File: config.mk
export PLATFORM = sky130hd
export DESIGN_NAME = posicionador_embarcacao
export DESIGN_NICKNAME = d
export VERILOG_FILES = /design/src/rtl/posicionador_embarcacao.sv
export SDC_FILE = /design/constraint.sdc
export NUM_CORES = 1
export LEC_CHECK = 0
export CAP_MARGIN = 20
export CORE_MARGIN = 2
export CORE_UTILIZATION = 50
export DETAILED_ROUTE_END_ITERATION = 12
export DONT_BUFFER_PORTS = 1
export PLACE_DENSITY_LB_ADDON = 0.1
export SYNTH_ARGS = -nofsm -noshare
export SYNTH_HDL_FRONTEND = slang
export SYNTH_SLANG_ARGS = --single-unit
File: constraint.sdc
create_clock -name clk -period 4.1 [get_ports clk]
set_input_delay 0.41 -clock clk [delete_from_list [all_inputs] [get_ports clk]]
set_output_delay 0.41 -clock clk [all_outputs]
set_load 0.005 [all_outputs]
File: src/rtl/posicionador_embarcacao.sv
// Ship placement writer: validates a placement, scans the player's fleet memory for
// overlap and a free slot, then writes the encoded 64-bit ship record.
module posicionador_embarcacao #(
    parameter int NUM_REC = 12,
    parameter int BOARD   = 10
) (
    input  logic        clk,
    input  logic        rst_n,
    input  logic        start,
    input  logic        jogador,
    input  logic [2:0]  tipo,
    input  logic [3:0]  x,
    input  logic [3:0]  y,
    input  logic        orientacao,
    input  logic [63:0] memoriaP1,
    input  logic [63:0] memoriaP2,
    output logic [4:0]  addr,
    output logic        wrep1,
    output logic        wrep2,
    output logic [63:0] dado,
    output logic        ready,
    output logic [1:0]  erro
);

    typedef enum logic [2:0] {
        IDLE,
        CHECK,
        SCAN,
        WRITE,
        DONE
    } state_t;

    localparam logic [4:0] LAST_ADDR = 5'(NUM_REC - 1);
    localparam logic [4:0] BOARD5    = 5'(BOARD);

    state_t      state_q;
    logic [4:0]  addr_q;
    logic [4:0]  freeAddr_q;
    logic        freeFound_q;
    logic        jogador_q;
    logic [2:0]  tipo_q;
    logic [3:0]  x_q;
    logic [3:0]  y_q;
    logic        orient_q;
    logic        wrep1_q;
    logic        wrep2_q;
    logic [63:0] dado_q;
    logic        ready_q;
    logic [1:0]  erro_q;

    logic [2:0]  shipLen;
    logic [4:0]  endX;
    logic [4:0]  endY;
    logic        boundsOk;
    logic [7:0]  newCells [5];
    logic [63:0] record_d;
    logic [63:0] memWord;
    logic        overlapHit;
    logic        recordFree;
    logic        freeNow;
    logic [4:0]  writeAddr_d;

    always_comb begin
        case (tipo_q)
            3'd1:    shipLen = 3'd5;
            3'd2:    shipLen = 3'd4;
            3'd3:    shipLen = 3'd3;
            3'd4:    shipLen = 3'd3;
            3'd5:    shipLen = 3'd2;
            default: shipLen = 3'd0;
        endcase
    end

    // End-cell coordinates in 5 bits so that x+L-1 beyond 15 cannot wrap into range.
    assign endX = {1'b0, x_q} + (orient_q ? 5'd0 : ({2'b00, shipLen} - 5'd1));
    assign endY = {1'b0, y_q} + (orient_q ? ({2'b00, shipLen} - 5'd1) : 5'd0);
    assign boundsOk = (shipLen != 3'd0) && (x_q != 4'd0) && (y_q != 4'd0) &&
                      (endX <= BOARD5) && (endY <= BOARD5);

    always_comb begin
        for (int i = 0; i < 5; i++) begin
            newCells[i] = 8'h00;
            if (3'(i) < shipLen) begin
                if (orient_q) newCells[i] = {y_q + 4'(i), x_q};
                else          newCells[i] = {y_q, x_q + 4'(i)};
            end
        end
    end

    assign record_d = {16'h0000, shipLen, 2'b00, newCells[4], newCells[3],
                       newCells[2], newCells[1], newCells[0], tipo_q};

    assign memWord = jogador_q ? memoriaP2 : memoriaP1;

    // Empty cells (8'h00) never collide; only the new ship's real cells are nonzero.
    always_comb begin
        overlapHit = 1'b0;
        for (int i = 0; i < 5; i++) begin
            for (int j = 0; j < 5; j++) begin
                if ((memWord[10+8*i -: 8] != 8'h00) && (newCells[j] != 8'h00) &&
                    (memWord[10+8*i -: 8] == newCells[j]))
                    overlapHit = 1'b1;
            end
        end
    end

    assign recordFree  = (memWord[2:0] == 3'd0);
    assign freeNow     = freeFound_q || recordFree;
    assign writeAddr_d = freeFound_q ? freeAddr_q : addr_q;

    always_ff @(posedge clk or negedge rst_n) begin
        if (!rst_n) begin
            state_q     <= IDLE;
            addr_q      <= 5'd0;
            freeAddr_q  <= 5'd0;
            freeFound_q <= 1'b0;
            jogador_q   <= 1'b0;
            tipo_q      <= 3'd0;
            x_q         <= 4'd0;
            y_q         <= 4'd0;
            orient_q    <= 1'b0;
            wrep1_q     <= 1'b0;
            wrep2_q     <= 1'b0;
            dado_q      <= 64'h0;
            ready_q     <= 1'b0;
            erro_q      <= 2'b00;
        end else begin
            wrep1_q <= 1'b0;
            wrep2_q <= 1'b0;
            dado_q  <= 64'h0;
            ready_q <= 1'b0;
            case (state_q)
                IDLE: begin
                    if (start) begin
                        jogador_q <= jogador;
                        tipo_q    <= tipo;
                        x_q       <= x;
                        y_q       <= y;
                        orient_q  <= orientacao;
                        erro_q    <= 2'b00;
                        state_q   <= CHECK;
                    end
                end
                CHECK: begin
                    if (!boundsOk) begin
                        erro_q  <= 2'b01;
                        ready_q <= 1'b1;
                        state_q <= DONE;
                    end else begin
                        addr_q      <= 5'd0;
                        freeFound_q <= 1'b0;
                        state_q     <= SCAN;
                    end
                end
                SCAN: begin
                    if (overlapHit) begin
                        erro_q  <= 2'b10;
                        ready_q <= 1'b1;
                        state_q <= DONE;
                    end else begin
                        if (recordFree && !freeFound_q) begin
                            freeFound_q <= 1'b1;
                            freeAddr_q  <= addr_q;
                        end
                        if (addr_q == LAST_ADDR) begin
                            if (freeNow) begin
                                addr_q  <= writeAddr_d;
                                dado_q  <= record_d;
                                wrep1_q <= ~jogador_q;
                                wrep2_q <= jogador_q;
                                state_q <= WRITE;
                            end else begin
                                erro_q  <= 2'b11;
                                ready_q <= 1'b1;
                                state_q <= DONE;
                            end
                        end else begin
                            addr_q <= addr_q + 5'd1;
                        end
                    end
                end
                WRITE: begin
                    ready_q <= 1'b1;
                    state_q <= DONE;
                end
                DONE: begin
                    state_q <= IDLE;
                end
                default: begin
                    state_q <= IDLE;
                end
            endcase
        end
    end

    assign addr  = addr_q;
    assign wrep1 = wrep1_q;
    assign wrep2 = wrep2_q;
    assign dado  = dado_q;
    assign ready = ready_q;
    assign erro  = erro_q;

endmodule

==> results of run 1 <==
[area by class of cell]
| class | instances | area, um^2 |
|---|---|---|
| Clock buffer | 9 | 225 |
| Clock inverter | 7 | 65.1 |
| Tap cell | 220 | 275 |
| Timing Repair Buffer | 155 | 1250 |
| Inverter | 20 | 75.1 |
| Sequential cell | 78 | 1960 |
| Fill cell | 1512 | 6620 |
| Multi-Input combinational cell | 828 | 6170 |
[what timing repair did]
action	CTS	global route
hold endpoints to repair	78	0
setup buffers	0	3
hold buffers	2	0
resized for setup	0	10
setup endpoints to repair	0	9
[worst max-delay path, stage by stage (launching register included)]
cell	delay, ns
dfrtp_1	0.50
ha_1	0.35
nand3_1	0.18
xnor2_1	0.33
nand2_1	0.23
o32a_1	0.40
a2111oi_1	0.59
a2111o_1	0.27
nor2_1	0.11
nor4b_4	0.17
buf_4	0.21
a2111o_1	0.44
o311a_1	0.12
[state kept, by name, indices dropped and copies added, names as in the netlist]
| name | flops |
|---|---|
| y_q | 4 |
| erro | 2 |
| dado | 46 |
| freeFound_q | 1 |
| addr | 5 |
| orient_q | 1 |
| jogador_q | 1 |
| state_q | 3 |
| tipo_q | 3 |
| freeAddr_q | 5 |
| wrep2 | 1 |
| wrep1 | 1 |
| x_q | 4 |
| ready | 1 |
[power breakdown]
part           switching, W  leakage, nW  internal, W
clock              0.000358        0.140     0.000425
combinational       0.00480         2.86      0.00332
sequential         0.000202         1.06     0.000887
[per-layer routing]
| layer | vias to the layer above | share of wire (%) | GRT usage [%] |
|---|---|---|---|
| li1 | 3850 | - | - |
| met1 | 4107 | 41 | 51.4 |
| met2 | 543 | 44 | 56.8 |
| met3 | 122 | 9.9 | 7.02 |
| met4 | 0 | 5.6 | 19.5 |
| met5 | - | 0 | 0 |
[cell families (layout without fill, tap and decap cells)]
kind of cell	count (synthesis)	after routing	share of synthesized area [%]
AO/OA/AOI/OAI	216	216	18.4
adder cells (fa/ha/maj)	21	21	3.24
XOR/XNOR	155	155	16.5
AND/OR/NAND/NOR	346	346	22.7
multiplexers	72	72	9.82
other	1	18	0.0438
flip-flops	78	78	22.8
buffers and inverters	104	191	6.52
[cell usage in the layout (no fill, tap or decap), drive strengths merged, types with 12 or more instances in the layout]
| cell type | count |
|---|---|
| mux2 | 21 |
| dfrtp | 78 |
| xnor2 | 113 |
| a21oi | 32 |
| inv | 23 |
| conb | 18 |
| xor2 | 40 |
| o21ai | 50 |
| nor4 | 30 |
| buf | 154 |
| mux2i | 51 |
| nand3 | 40 |
| nor2 | 80 |
| nand4 | 12 |
| nand2b | 12 |
| o32ai | 13 |
| ha | 19 |
| nor3 | 54 |
| a32oi | 19 |
| nand2 | 51 |
[metrics by stage]
step                hold slack (ns)  power (W)  utilization [%]  instance area (um^2)  setup slack, ns
floorplan                     0.114    0.00595                -                  8630            0.343
global placement              0.116    0.00880             57.8                  9620            0.207
detailed placement            0.117    0.00882             57.8                  9620            0.123
CTS                           0.172    0.00966             59.8                  9950            0.119
global route                  0.192     0.0104             60.2                 10000         -0.00568
finish                        0.184    0.00998             60.2                 10000           0.0756
[how the worst max path moves through the flow]
stage | cells past startpoint | end | slack (ns) | from
4_1_cts | 12 | erro[0] | 0.12 | y_q[2]
3_3_place_gp | 12 | erro[0] | 0.21 | y_q[2]
5_1_grt | 12 | freeAddr_q[1] | -0.006 | tipo_q[1]
3_5_place_dp | 11 | freeAddr_q[1] | 0.12 | x_q[1]
2_1_floorplan | 14 | freeAddr_q[0] | 0.34 | x_q[1]
6_report | 12 | erro[0] | 0.08 | y_q[2]
==> impl_results.md, run 1 <==
* Status: finished, final reports clean
* Worst reg-to-reg path cell count at 12
* Count leader, synth: xnor2_1
* Vias at 8,622
* Unique masters post-synth at 94
* Post-DRT Antenna Nets at 0
* All-Layer GR Usage at 37.7%
* Synthesized area per cell at 8.62 um^2
* FF-to-FF Start: y_q[2]
* Clock-pin slew on the worst setup and hold paths at approximately 0.070 ns
* Antenna Cells at 0
* Initial DRC count at 1,007
* PortBufs at 0
* Layout area overhead at 17.0%
* Pre-Repair DR Iteration Count at 6
* Measured slew at the worst slew-check pin at 0.822 ns
* Root Driver: clkbuf_16
* Die Wd at 135 um
* Ports at 218
* Post-synth EDFFs at 0
* Crit path time final at 4.02 ns
* Yosys reg bits at roughly 80
* Worst vdd ir at ~0.66 mV
* Final Cycle Share at 98.2%
* Post-synthesis sequential area ratio at 22.8%
* First-pass GRT wire length at 50.5 mm
* HP Class: input port to flop
* Hpwl dp at 26.6 mm
* DR vias/cell at around 6.5
* Fmax achieved at between 0.2 and 0.25 GHz
* Required @ worst endpoint at 4.34 ns
* CP arrival at 4.26 ns
* Std-Cell Rows at between 40 and 50
* Placed cells at 1,296
* Cell area after synthesis at about 0.0086 mm^2
* Hold worst-path end: y_q[3]
* Worst Setup End Kind: flop
* Total gr overflow at 0
* Reg2reg end: erro[0]
* Initial core utilization at 51.5%
* Worst R2R Setup Slack at 0.08 ns
* H-tree depth at 3
* Fin nets at 1,257
* Worst hold start: y[3]
* CTS buffer count at 9
* Slew margin rel. at approximately 44%
* Yosys synthesis warning count at 0
* Final hold violation count at 0
* Chip Height at 135 um
* Die area at 0.0182 mm^2
* TritonCTS clock tree: built
* Cell count after synthesis at 993
* Pleak at 4.05 nW
* Largest net degree at the start of global routing at 79
* Leading area contributor after synthesis: dfrtp_1
* RD Place Congestion at 1.03
* CP max FO at 10
* Share of cells above drive strength 1 at a little under a quarter
* Hold Crit Depth at 2
* Top cells by area, synth: dfrtp_1 23%, xnor2_1 11%, xor2_1 4.1%
* Final cell count without fillers at 1,317
* Max-slew violations at 0
* Initial antenna violation count at 0
* Synth cell count leaders: 111 x xnor2_1, 78 x dfrtp_1, 77 x nor2_1
* Core Box Area at 0.0166 mm^2
* Top cell type's share of synthesized area at about 23%
* Via count of the first global-routing pass at 8,206
* Post-Route WL at 34.7 mm
* Main synth FF type: dfrtp_1
* Clk_skew at 0.00751 ns
* Maximum Capacitance Violations at 0
* Clock Tree Buf Depth at 2
* Final TNS setup at 0 ns
* Drt drc at 0
* Type of the worst setup path: flop to flop
* Setup-failing EPs final at 0
* Asr flop ratio synth at 100%
* Clk sink count at 78
* Clk_lat worst skew at around 0.35 ns
* Routed len/inst at 26.3 um
* Setup crit start kind: flop
* Pwr per Cell Area at 996 mW/mm^2
No activity file was read; power rests on OpenSTA's default activity.
==> inputs of run 2 (changes only) <==
- CORE_MARGIN: 2 -> unset
- CORE_UTILIZATION: 50 -> 65
==> impl_results.md, run 2 (same netlist as run 1, synthesis figures left out) <==
* Fmax achieved at 0.244 GHz (was 0.248 GHz)
* Clock Tree Buf Depth at 2 (unchanged)
* Slew margin rel. at 38.9% (was 44.5%)
* Antenna Cells at 0 (unchanged)
* Core Box Area at 0.0127 mm^2 (was 0.0166 mm^2)
* Initial core utilization at 67.3% (was 51.5%)
* Fin nets at 1,224 (was 1,257)
* Metal3 WL at 4.75 mm (was 3.43 mm)
* TritonCTS clock tree: built (unchanged)
* CP max FO at 9 (was 10)
* Initial DRC count at 1,292 (was 1,007)
* Clock-pin slew on the worst setup and hold paths at 0.07 ns (about the same)
* Routed len/inst at 26.8 um (was 26.3 um)
* DR vias/cell at 7.30 (was 6.55)
* Layout area overhead at 13.5% (was 17.0%)
* Clk_lat worst skew at 0.35 ns (about the same)
* Fillers at 940 (was 1,512)
* Measured slew at the worst slew-check pin at 0.908 ns (was 0.822 ns)
* HP Class: input port to flop (unchanged)
* Crit path time final at 4.10 ns (was 4.02 ns)
* Required @ worst endpoint at 4.32 ns (was 4.34 ns)
* CTS buffer count at 9 (unchanged)
* Clk_skew at 0.00908 ns (was 0.00751 ns)
* PortBufs at 0 (unchanged)
* Worst Setup End Kind: flop (unchanged)
* Worst vdd ir at 0.864 mV (was 0.659 mV)
* H-tree depth at 3 (unchanged)
* Vias at 9,018 (was 8,622)
* Maximum Capacitance Violations at 0 (unchanged)
* All-Layer GR Usage at 49.1% (was 37.7%)
* Met2 WL at 14.2 mm (was 15.2 mm)
* Die area at 0.0136 mm^2 (was 0.0182 mm^2)
* Failing checks: negative setup slack
* Root Driver: clkbuf_16 (unchanged)
* First-pass GRT wire length at 48.8 mm (was 50.5 mm)
* Std-Cell Rows at 41 (was 47)
* Most frequent cells in the layout: 119 x buf_4, 109 x xnor2_1, 76 x nor2_1, 76 x dfrtp_1, 51 x nand2_1 (was 147 x buf_4, 110 x xnor2_1, 77 x nor2_1, 77 x dfrtp_1, 50 x nand2_1)
* Delay-heaviest family, CP: simple AND/OR/NAND/NOR gates (was compound AO/OA/AOI/OAI gates)
* Initial antenna violation count at 0 (unchanged)
* Largest net degree at the start of global routing at 79 (unchanged)
* Via count of the first global-routing pass at 8,546 (was 8,206)
* Max FFs per register at 46 (unchanged)
* Post-DRT Antenna Nets at 0 (unchanged)
* Ports at 218 (unchanged)
* Chip Height at 117 um (was 135 um)
* Clk sink count at 78 (unchanged)
* CP most frequent cell: buf_4 (was a2111o_1)
* Final Cycle Share at 100% (was 98.2%)
* Crit-path cells: buf_4, nor3_4, nor2_2, o21ai_1, a32oi_1, nor4_1, a2111oi_2, nand4_1, nor4b_4, buf_4, buf_4, a2111o_1, o311a_1 (was ha_1, nand3_1, xnor2_1, nand2_1, o32a_1, a2111oi_1, a2111o_1, nor2_1, nor4b_4, buf_4, a2111o_1, o311a_1)
* M1 WL at 11.5 mm (was 14.1 mm)
* Post-Route WL at 33.2 mm (was 34.7 mm)
* RD Place Congestion at 1.15 (was 1.03)
* Final WS setup at -0.00490 ns (was 0.0756 ns)
* Drt drc at 0 (unchanged)
* Setup-failing EPs final at 1 (was 0)
* Commonest non-fill, non-tap cell in the layout: buf_4 (unchanged)
* Die Wd at 117 um (was 135 um)
* Highest metal used: met4 (unchanged)
* Crit path buf inv count at 3 (was 1)
* Pleak at 3.90 nW (was 4.05 nW)
* Status: finished with violations (was finished, final reports clean)
* Pre-Repair DR Iteration Count at 8 (was 6)
* Hpwl dp at 24.6 mm (was 26.6 mm)
* Setup crit start kind: flop (unchanged)
* Core Util, Final at 76.4% (was 60.2%)
* CP arrival at 4.33 ns (was 4.26 ns)
* Share of cells above drive strength 1 at 21.1% (was 23.0%)
* Type of the worst setup path: flop to flop (unchanged)
* Worst hold slack at 0.184 ns (about the same)
* Pwr per Cell Area at 1020 mW/mm^2 (was 996 mW/mm^2)
* Total gr overflow at 0 (unchanged)
* Max-slew violations at 0 (unchanged)
* Final TNS setup at -0.00490 ns (was 0 ns)
* Slowest stage delay, CP at 0.82 ns (was 0.59 ns)
* CP max stage cell: nor4_1 (was a2111oi_1)
* Final hold violation count at 0 (unchanged)
==> run 2: final timing paths <==
| check | start | to | slack [ns] | depth (start not counted) |
|---|---|---|---|---|
| worst max-delay path | tipo_q[2] | erro[0] | -0.005 | 13 |
| worst min-delay path | jogador | jogador_q | 0.18 | 2 |
| worst max register to register | tipo_q[2] | erro[0] | -0.005 | 13 |
| worst min register to register | freeAddr_q[0] | freeAddr_q[0] | 0.50 | 1 |
| max in group asynchronous | rst_n | jogador_q | 3.13 | 2 |
| min in group asynchronous | rst_n | dado[25] | 0.63 | 2 |
==> run 2: layer usage <==
metal  global-route usage, %  vias to the layer above
met1                    59.8                     4179
met4                    33.1                        0
met3                    15.9                      240
met5                       0                        -
li1                        -                     3781
met2                    74.2                      818
==> run 2: layout make-up <==
class,instances,area (um^2),share of cell area (%)
Sequential cell,78,1960,20.1
Clock buffer,9,225,2.32
Inverter,20,75.1,0.772
Tap cell,172,215,2.21
Multi-Input combinational cell,828,6180,63.6
Timing Repair Buffer,122,951,9.78
Clock inverter,7,111,1.15
==> run 2: what timing repair did <==
item | in CTS | in global routing
endpoints found under the hold margin | 78 | 0
setup buffers | 0 | 3
setup endpoints to repair | 0 | 46
resized for setup | 0 | 10
hold buffers | 2 | 0
==> run 2: stage by stage <==
step / instance area, um^2 / total power, W / cells / setup slack [ns]
after floorplan: 8630 / 0.00595 / 1010 / 0.343
after CTS: 9640 / 0.00941 / 1233 / 0.0500
after global routing: 9720 / 0.0103 / 1236 / -0.0483
after global placement: 9270 / 0.00826 / 1215 / 0.166
after detailed placement: 9270 / 0.00845 / 1215 / 0.0544
final: 9720 / 0.00990 / 1236 / -0.00490
==> run 2: power by group <==
group          internal, W  leakage, nW  total [W]  switching (W)
combinational      0.00313         2.68    0.00788        0.00474
sequential        0.000888         1.05    0.00112       0.000229
clock             0.000549        0.166   0.000902       0.000353
total              0.00457         3.90    0.00990        0.00532
==> run 2: worst reg2reg max path, cell delays in order (launching register included) <==
cell and delay (ns):
dfrtp_1 0.50, buf_4 0.25, nor3_4 0.44, nor2_2 0.16, o21ai_1 0.40, a32oi_1 0.19
nor4_1 0.82, a2111oi_2 0.09, nand4_1 0.19, nor4b_4 0.09, buf_4 0.18, buf_4 0.13
a2111o_1 0.42, o311a_1 0.14
